`config.mk`:
```
export PLATFORM = sky130hd
export DESIGN_NAME = demorgan_sweep_ctrl_flat
export DESIGN_NICKNAME = d
export VERILOG_FILES = /design/src/rtl/demorgan_sweep_ctrl_if.sv /design/src/rtl/demorgan_sweep_ctrl.sv /design/src/flat_wrapper.sv
export SDC_FILE = /design/constraint.sdc
export NUM_CORES = 1
export LEC_CHECK = 0
export BUFFER_PORTS_ARGS = -buffer_cell sky130_fd_sc_hd__buf_4
export CORE_MARGIN = 2
export CORE_UTILIZATION = 30
export DETAILED_ROUTE_END_ITERATION = 12
export PLACE_DENSITY = 0.49
export SETUP_SLACK_MARGIN = 0.2
export SLEW_MARGIN = 0
export SYNTH_ARGS = -nofsm -noshare
export SYNTH_HDL_FRONTEND = slang
export SYNTH_SLANG_ARGS = --single-unit
```
`constraint.sdc`:
```
create_clock -name clk -period 2.46 [get_ports clk]
set_clock_uncertainty 0.1 [all_clocks]
set_input_delay 0.246 -clock clk [delete_from_list [all_inputs] [get_ports clk]]
set_output_delay 0.246 -clock clk [all_outputs]
set_load 0.03 [all_outputs]
```
`src/rtl/demorgan_sweep_ctrl_if.sv`:
```
// Bundle between the sweep controller, its test harness and the two De Morgan networks.
// master = the controller; slave = the harness/network side.
interface demorgan_sweep_ctrl_if #(
  parameter int CNT_W = 4
);
  logic             start;
  logic             abort;
  logic             nAandnB;
  logic             nAorB;
  logic             nAornB;
  logic             nAandB;
  logic             A;
  logic             B;
  logic             busy;
  logic             done;
  logic             pass;
  logic [3:0]       fail_vec;
  logic [CNT_W-1:0] err_count;

  modport master (
    input  start, abort, nAandnB, nAorB, nAornB, nAandB,
    output A, B, busy, done, pass, fail_vec, err_count
  );

  modport slave (
    output start, abort, nAandnB, nAorB, nAornB, nAandB,
    input  A, B, busy, done, pass, fail_vec, err_count
  );
endinterface

```
`src/rtl/demorgan_sweep_ctrl.sv`:
```
// Sweeps A,B over all four vectors SWEEPS times, samples both De Morgan networks after a
// settle window and accumulates per-vector fail flags, a saturating error count and pass.
module demorgan_sweep_ctrl #(
  parameter int SETTLE = 2,
  parameter int SWEEPS = 1,
  parameter int CNT_W  = 4
) (
  input logic                   clk,
  input logic                   rst_n,
  demorgan_sweep_ctrl_if.master bus
);
  typedef enum logic [1:0] {S_IDLE, S_DRIVE, S_SAMPLE, S_DONE} state_t;

  state_t           state_q, state_d;
  logic [1:0]       idx_q, idx_d;
  logic [3:0]       sweep_q, sweep_d;
  logic [3:0]       settle_q, settle_d;
  logic             a_q, a_d, b_q, b_d;
  logic             busy_q, busy_d, done_q, done_d, pass_q, pass_d;
  logic [3:0]       fail_vec_q, fail_vec_d;
  logic [CNT_W-1:0] err_count_q, err_count_d;
  logic             err;

  // Both forms must agree with each other and with the golden NOR/NAND of the driven vector.
  assign err = (bus.nAandnB != bus.nAorB) | (bus.nAornB != bus.nAandB) |
               (bus.nAorB != ~(a_q | b_q)) | (bus.nAandB != ~(a_q & b_q));

  always_comb begin
    state_d     = state_q;
    idx_d       = idx_q;
    sweep_d     = sweep_q;
    settle_d    = settle_q;
    a_d         = a_q;
    b_d         = b_q;
    busy_d      = busy_q;
    done_d      = 1'b0;
    pass_d      = pass_q;
    fail_vec_d  = fail_vec_q;
    err_count_d = err_count_q;
    case (state_q)
      S_IDLE: begin
        if (bus.start && !bus.abort) begin
          idx_d       = 2'd0;
          sweep_d     = 4'd0;
          settle_d    = 4'd0;
          fail_vec_d  = 4'd0;
          err_count_d = '0;
          pass_d      = 1'b0;
          a_d         = 1'b0;
          b_d         = 1'b0;
          busy_d      = 1'b1;
          state_d     = S_DRIVE;
        end
      end
      S_DRIVE: begin
        if (bus.abort) begin
          state_d = S_IDLE;
          busy_d  = 1'b0;
          pass_d  = 1'b0;
          a_d     = 1'b0;
          b_d     = 1'b0;
        end else if (settle_q == 4'(SETTLE - 1)) begin
          settle_d = 4'd0;
          state_d  = S_SAMPLE;
        end else begin
          settle_d = settle_q + 4'd1;
        end
      end
      S_SAMPLE: begin
        if (bus.abort) begin
          state_d = S_IDLE;
          busy_d  = 1'b0;
          pass_d  = 1'b0;
          a_d     = 1'b0;
          b_d     = 1'b0;
        end else begin
          if (err) begin
            fail_vec_d[idx_q] = 1'b1;
            if (!(&err_count_q))
              err_count_d = err_count_q + {{(CNT_W-1){1'b0}}, 1'b1};
          end
          if (idx_q != 2'd3) begin
            idx_d   = idx_q + 2'd1;
            a_d     = idx_d[1];
            b_d     = idx_d[0];
            state_d = S_DRIVE;
          end else if (sweep_q < 4'(SWEEPS - 1)) begin
            idx_d   = 2'd0;
            sweep_d = sweep_q + 4'd1;
            a_d     = 1'b0;
            b_d     = 1'b0;
            state_d = S_DRIVE;
          end else begin
            busy_d  = 1'b0;
            done_d  = 1'b1;
            state_d = S_DONE;
          end
        end
      end
      default: begin
        // A saturated count is never zero, so the final sample is already folded in here.
        pass_d  = (err_count_q == '0);
        a_d     = 1'b0;
        b_d     = 1'b0;
        state_d = S_IDLE;
      end
    endcase
  end

  always_ff @(posedge clk or negedge rst_n) begin
    if (!rst_n) begin
      state_q     <= S_IDLE;
      idx_q       <= 2'd0;
      sweep_q     <= 4'd0;
      settle_q    <= 4'd0;
      a_q         <= 1'b0;
      b_q         <= 1'b0;
      busy_q      <= 1'b0;
      done_q      <= 1'b0;
      pass_q      <= 1'b0;
      fail_vec_q  <= 4'd0;
      err_count_q <= '0;
    end else begin
      state_q     <= state_d;
      idx_q       <= idx_d;
      sweep_q     <= sweep_d;
      settle_q    <= settle_d;
      a_q         <= a_d;
      b_q         <= b_d;
      busy_q      <= busy_d;
      done_q      <= done_d;
      pass_q      <= pass_d;
      fail_vec_q  <= fail_vec_d;
      err_count_q <= err_count_d;
    end
  end

  assign bus.A         = a_q;
  assign bus.B         = b_q;
  assign bus.busy      = busy_q;
  assign bus.done      = done_q;
  assign bus.pass      = pass_q;
  assign bus.fail_vec  = fail_vec_q;
  assign bus.err_count = err_count_q;
endmodule

```
`src/flat_wrapper.sv`:
```
// flat-port wrapper written by rule: the top's interface ports become plain ports
module demorgan_sweep_ctrl_flat 
#(
  parameter int SETTLE = 2,
  parameter int SWEEPS = 1,
  parameter int CNT_W  = 4
)
  (clk, rst_n, bus_start, bus_abort, bus_nAandnB, bus_nAorB, bus_nAornB, bus_nAandB, bus_A, bus_B, bus_busy, bus_done, bus_pass, bus_fail_vec, bus_err_count);
  demorgan_sweep_ctrl_if #(.CNT_W(CNT_W)) bus_i ();
  input logic clk;
  input logic rst_n;
  input wire logic [$bits(bus_i.start)-1:0] bus_start;
  input wire logic [$bits(bus_i.abort)-1:0] bus_abort;
  input wire logic [$bits(bus_i.nAandnB)-1:0] bus_nAandnB;
  input wire logic [$bits(bus_i.nAorB)-1:0] bus_nAorB;
  input wire logic [$bits(bus_i.nAornB)-1:0] bus_nAornB;
  input wire logic [$bits(bus_i.nAandB)-1:0] bus_nAandB;
  output wire logic [$bits(bus_i.A)-1:0] bus_A;
  output wire logic [$bits(bus_i.B)-1:0] bus_B;
  output wire logic [$bits(bus_i.busy)-1:0] bus_busy;
  output wire logic [$bits(bus_i.done)-1:0] bus_done;
  output wire logic [$bits(bus_i.pass)-1:0] bus_pass;
  output wire logic [$bits(bus_i.fail_vec)-1:0] bus_fail_vec;
  output wire logic [$bits(bus_i.err_count)-1:0] bus_err_count;
  assign bus_i.start = bus_start;
  assign bus_i.abort = bus_abort;
  assign bus_i.nAandnB = bus_nAandnB;
  assign bus_i.nAorB = bus_nAorB;
  assign bus_i.nAornB = bus_nAornB;
  assign bus_i.nAandB = bus_nAandB;
  assign bus_A = bus_i.A;
  assign bus_B = bus_i.B;
  assign bus_busy = bus_i.busy;
  assign bus_done = bus_i.done;
  assign bus_pass = bus_i.pass;
  assign bus_fail_vec = bus_i.fail_vec;
  assign bus_err_count = bus_i.err_count;
  demorgan_sweep_ctrl #(.SETTLE(SETTLE), .SWEEPS(SWEEPS), .CNT_W(CNT_W)) u_core (.clk(clk), .rst_n(rst_n), .bus(bus_i));
endmodule
```
==> impl_metrics.ini <==
[status]
status = finished clean

[yosys]
seq_area_frac_synth_pct = 37.6
synth_fp_nets = 161
yosys_register_bits = 21
synth_top_cell_by_area = dfrtp_1
synth_cells = 141
ys_warn_count = 0
yosys-top-cells-area = dfrtp_1 (38%), ha_1 (11%), inv_1 (4.0%)
yosysTopAreaCellShare_pct = 37.6
synth_area_um2 = 1400
postSynthAreaPerCell_um2 = 9.92
synth_cell_types = 44

[critical_path]
crit_path_start_kind = register
reg2reg_slack_ns = 0.53
cp_slowest_cell = dfrtp_1
crit_path_max_fanout = 11
cp_cell_sequence = inv_1, ha_2, nand2b_1, a21o_1, a311oi_4, a22o_1
crit_type = register to register
crit_required_ns = 2.56
critPathCaptureType = register
worstPathArrival_ns = 2.03
cpPeakStageDelay_ns = 0.40

[sta]
period_share_pct = 78.4
slew_viol_final = 0
final_hold_viol_count = 0
totalNegativeSetupSlack_ns = 0
rsz0062_at_grt = no
worst_pin_slew_ns = 0.427
hold_ws_ns = 0.258
post-route-min-period_ns = 1.93
slew_headroom_pct = 71.5
final-setup-viol-count = 0
max_freq_mhz = 519

[global_route]
grt_pass1_vias = 1128
grt_pass1_wl_um = 5080
grt_max_degree = 22
grt-ovfl-total = 0
antenna_found_initial = 0
grt_use_total_pct = 12.4

[floorplanning]
num_rows = 24
die_h_um = 72.3
start_util_pct = 31.7
coreArea_um2 = 4410
die_width_um = 72.3
io_pins = 21
die_area_um2 = 5230

[pwr]
ir_drop_uv = 380
p_per_area_nw_per_um2 = 1010
p_leak_nw = 0.750

[run]
cap_violations = 0

[detailed_routing]
first_pass_iters = 4
drcViolationCount = 0
wl_um = 2980
via_count = 1129
antenna_left = 0
wl_per_cell_um = 13.9
via_per_inst = 5.25
drtIter0Drc = 71

[clock_network]
root_buffer = clkbuf_8
htreeDepth = 1
numCtsBuffers = 3
tritoncts = built
clk_pin_slew_ns = 0.08
clk_path_buf_depth = 2
worstSkewPairLatency_ns = 0.26
cts.sinks = 21

[finish]
syn_to_final_growth_pct = 17.7
stdcell_area_um2 = 1650
drive_above_1_share_pct = 21.5
diodes = 0
nets = 184
ff_latch_area_um2 = 526
fin_util_pct = 37.3
fillers = 458
multi_input_comb_area_um2 = 787

[placed_design]
placed_area_um2 = 1590
place_congestion = 0.766
dpl.hpwl_um = 2310
port_buffers = 20

[hold_path]
hold_path_class = input pin to register
per-layer routing:
metal,track usage [%],routed length [µm],up-vias
met5,0,0,-
li1,-,-,567
met2,20.0,1370,28
met3,2.64,141,8
met4,5.66,64,0
met1,16.0,1410,526
layout make-up:
class                           count  share of cell area, %
Multi-Input combinational cell    101                   47.8
Sequential cell                    21                   31.9
Timing Repair Buffer               22                   10.2
Tap cell                           52                   3.95
Inverter                           15                   3.42
Clock buffer                        4                   2.74
per-stage QoR:
step	worst slack [ns]	instances	total power (W)
2_1_floorplan	0.738	141	0.00120
3_3_place_gp	0.515	210	0.00142
3_5_place_dp	0.433	210	0.00144
4_1_cts	0.417	215	0.00168
5_1_grt	0.327	215	0.00180
6_report	0.532	215	0.00166
critical path: cells and delay by family (launching register included):
family          cells  cell delay, ns
buf+inv             1            0.10
flops               1            0.40
simple gates        1            0.08
compound gates      3            0.86
fa+ha+maj           1            0.31
cells by family after synthesis:
family	Yosys count	synth area share, %
AND/OR/NAND/NOR	44	17.7
AO/OA/AOI/OAI	38	21.5
flip-flops	21	37.6
buffers and inverters	19	6.35
adder cells (fa/ha/maj)	12	10.7
multiplexers	7	6.17
synthesized netlist by cell type (all sizes together):
| cell type | n |
|---|---|
| a211oi | 2 |
| a21o | 4 |
| a21oi | 4 |
| a22o | 6 |
| a2bb2oi | 1 |
| a311oi | 3 |
| a31oi | 1 |
| a41oi | 1 |
| and2 | 2 |
| and2b | 1 |
| and4 | 1 |
| and4b | 1 |
| and4bb | 1 |
| buf | 4 |
| dfrtp | 21 |
| ha | 12 |
| inv | 15 |
| mux2 | 3 |
| mux2i | 4 |
| nand2 | 13 |
| nand2b | 2 |
| nand3 | 5 |
| nand4 | 3 |
| nor2 | 4 |
| nor2b | 2 |
| nor3 | 3 |
| nor3b | 1 |
| nor4 | 1 |
| o2111ai | 2 |
| o211ai | 1 |
| o21a | 1 |
| o21ai | 7 |
| o221a | 1 |
| o22a | 1 |
| o22ai | 2 |
| o31ai | 1 |
| or2 | 1 |
| or3 | 2 |
| or3b | 1 |
cells in the final DEF (no fill, tap or decap), drive strengths merged, types with 2 or more instances in the layout:
cell     instances
ha              12
nand2           13
nor3             3
or3              2
dfrtp           21
inv             15
nor2             4
a311oi           3
o22ai            2
mux2i            4
nand2b           2
mux2             3
a21oi            4
o21ai            7
nor2b            2
nand3            5
a22o             6
clkbuf           4
nand4            3
buf             21
a21o             4
and2             2
o2111ai          2
a211oi           2
where the power goes:
group | leakage [nW] | switching, W | total (W) | internal (W)
combinational | 0.447 | 0.000494 | 0.000863 | 0.000369
clock | 0.0228 | 0.000114 | 0.000229 | 0.000115
sequential | 0.280 | 0.000111 | 0.000564 | 0.000453
final timing paths:
check / startpoint / to / cells past startpoint
min in group asynchronous: rst_n / u_core.bus.fail_vec[1] / 2
max reg2reg: u_core.state_q[0] / u_core.bus.fail_vec[2] / 6
max: u_core.state_q[0] / u_core.bus.fail_vec[2] / 6
min reg2reg: u_core.bus.fail_vec[0] / u_core.bus.fail_vec[0] / 1
max in group asynchronous: rst_n / u_core.bus.busy / 2
min: bus_nAandnB / u_core.bus.err_count[0] / 3
registers in the layout, indices dropped and copies added (netlist names):
register / cells
u_core.bus.B: 1
u_core.state_q: 2
u_core.bus.err_count: 4
u_core.bus.fail_vec: 4
u_core.idx_q: 2
u_core.bus.busy: 1
u_core.bus.pass: 1
u_core.bus.done: 1
u_core.bus.A: 1
u_core.settle_q: 4
timing repair:
item / in CTS / in global routing
hold buffers: 1 / 0
setup endpoints to repair: 0 / 1
hold endpoints to repair: 21 / 0
resized for setup: 0 / 1
setup buffers: 0 / 0
No activity file was read; power rests on OpenSTA's default activity.
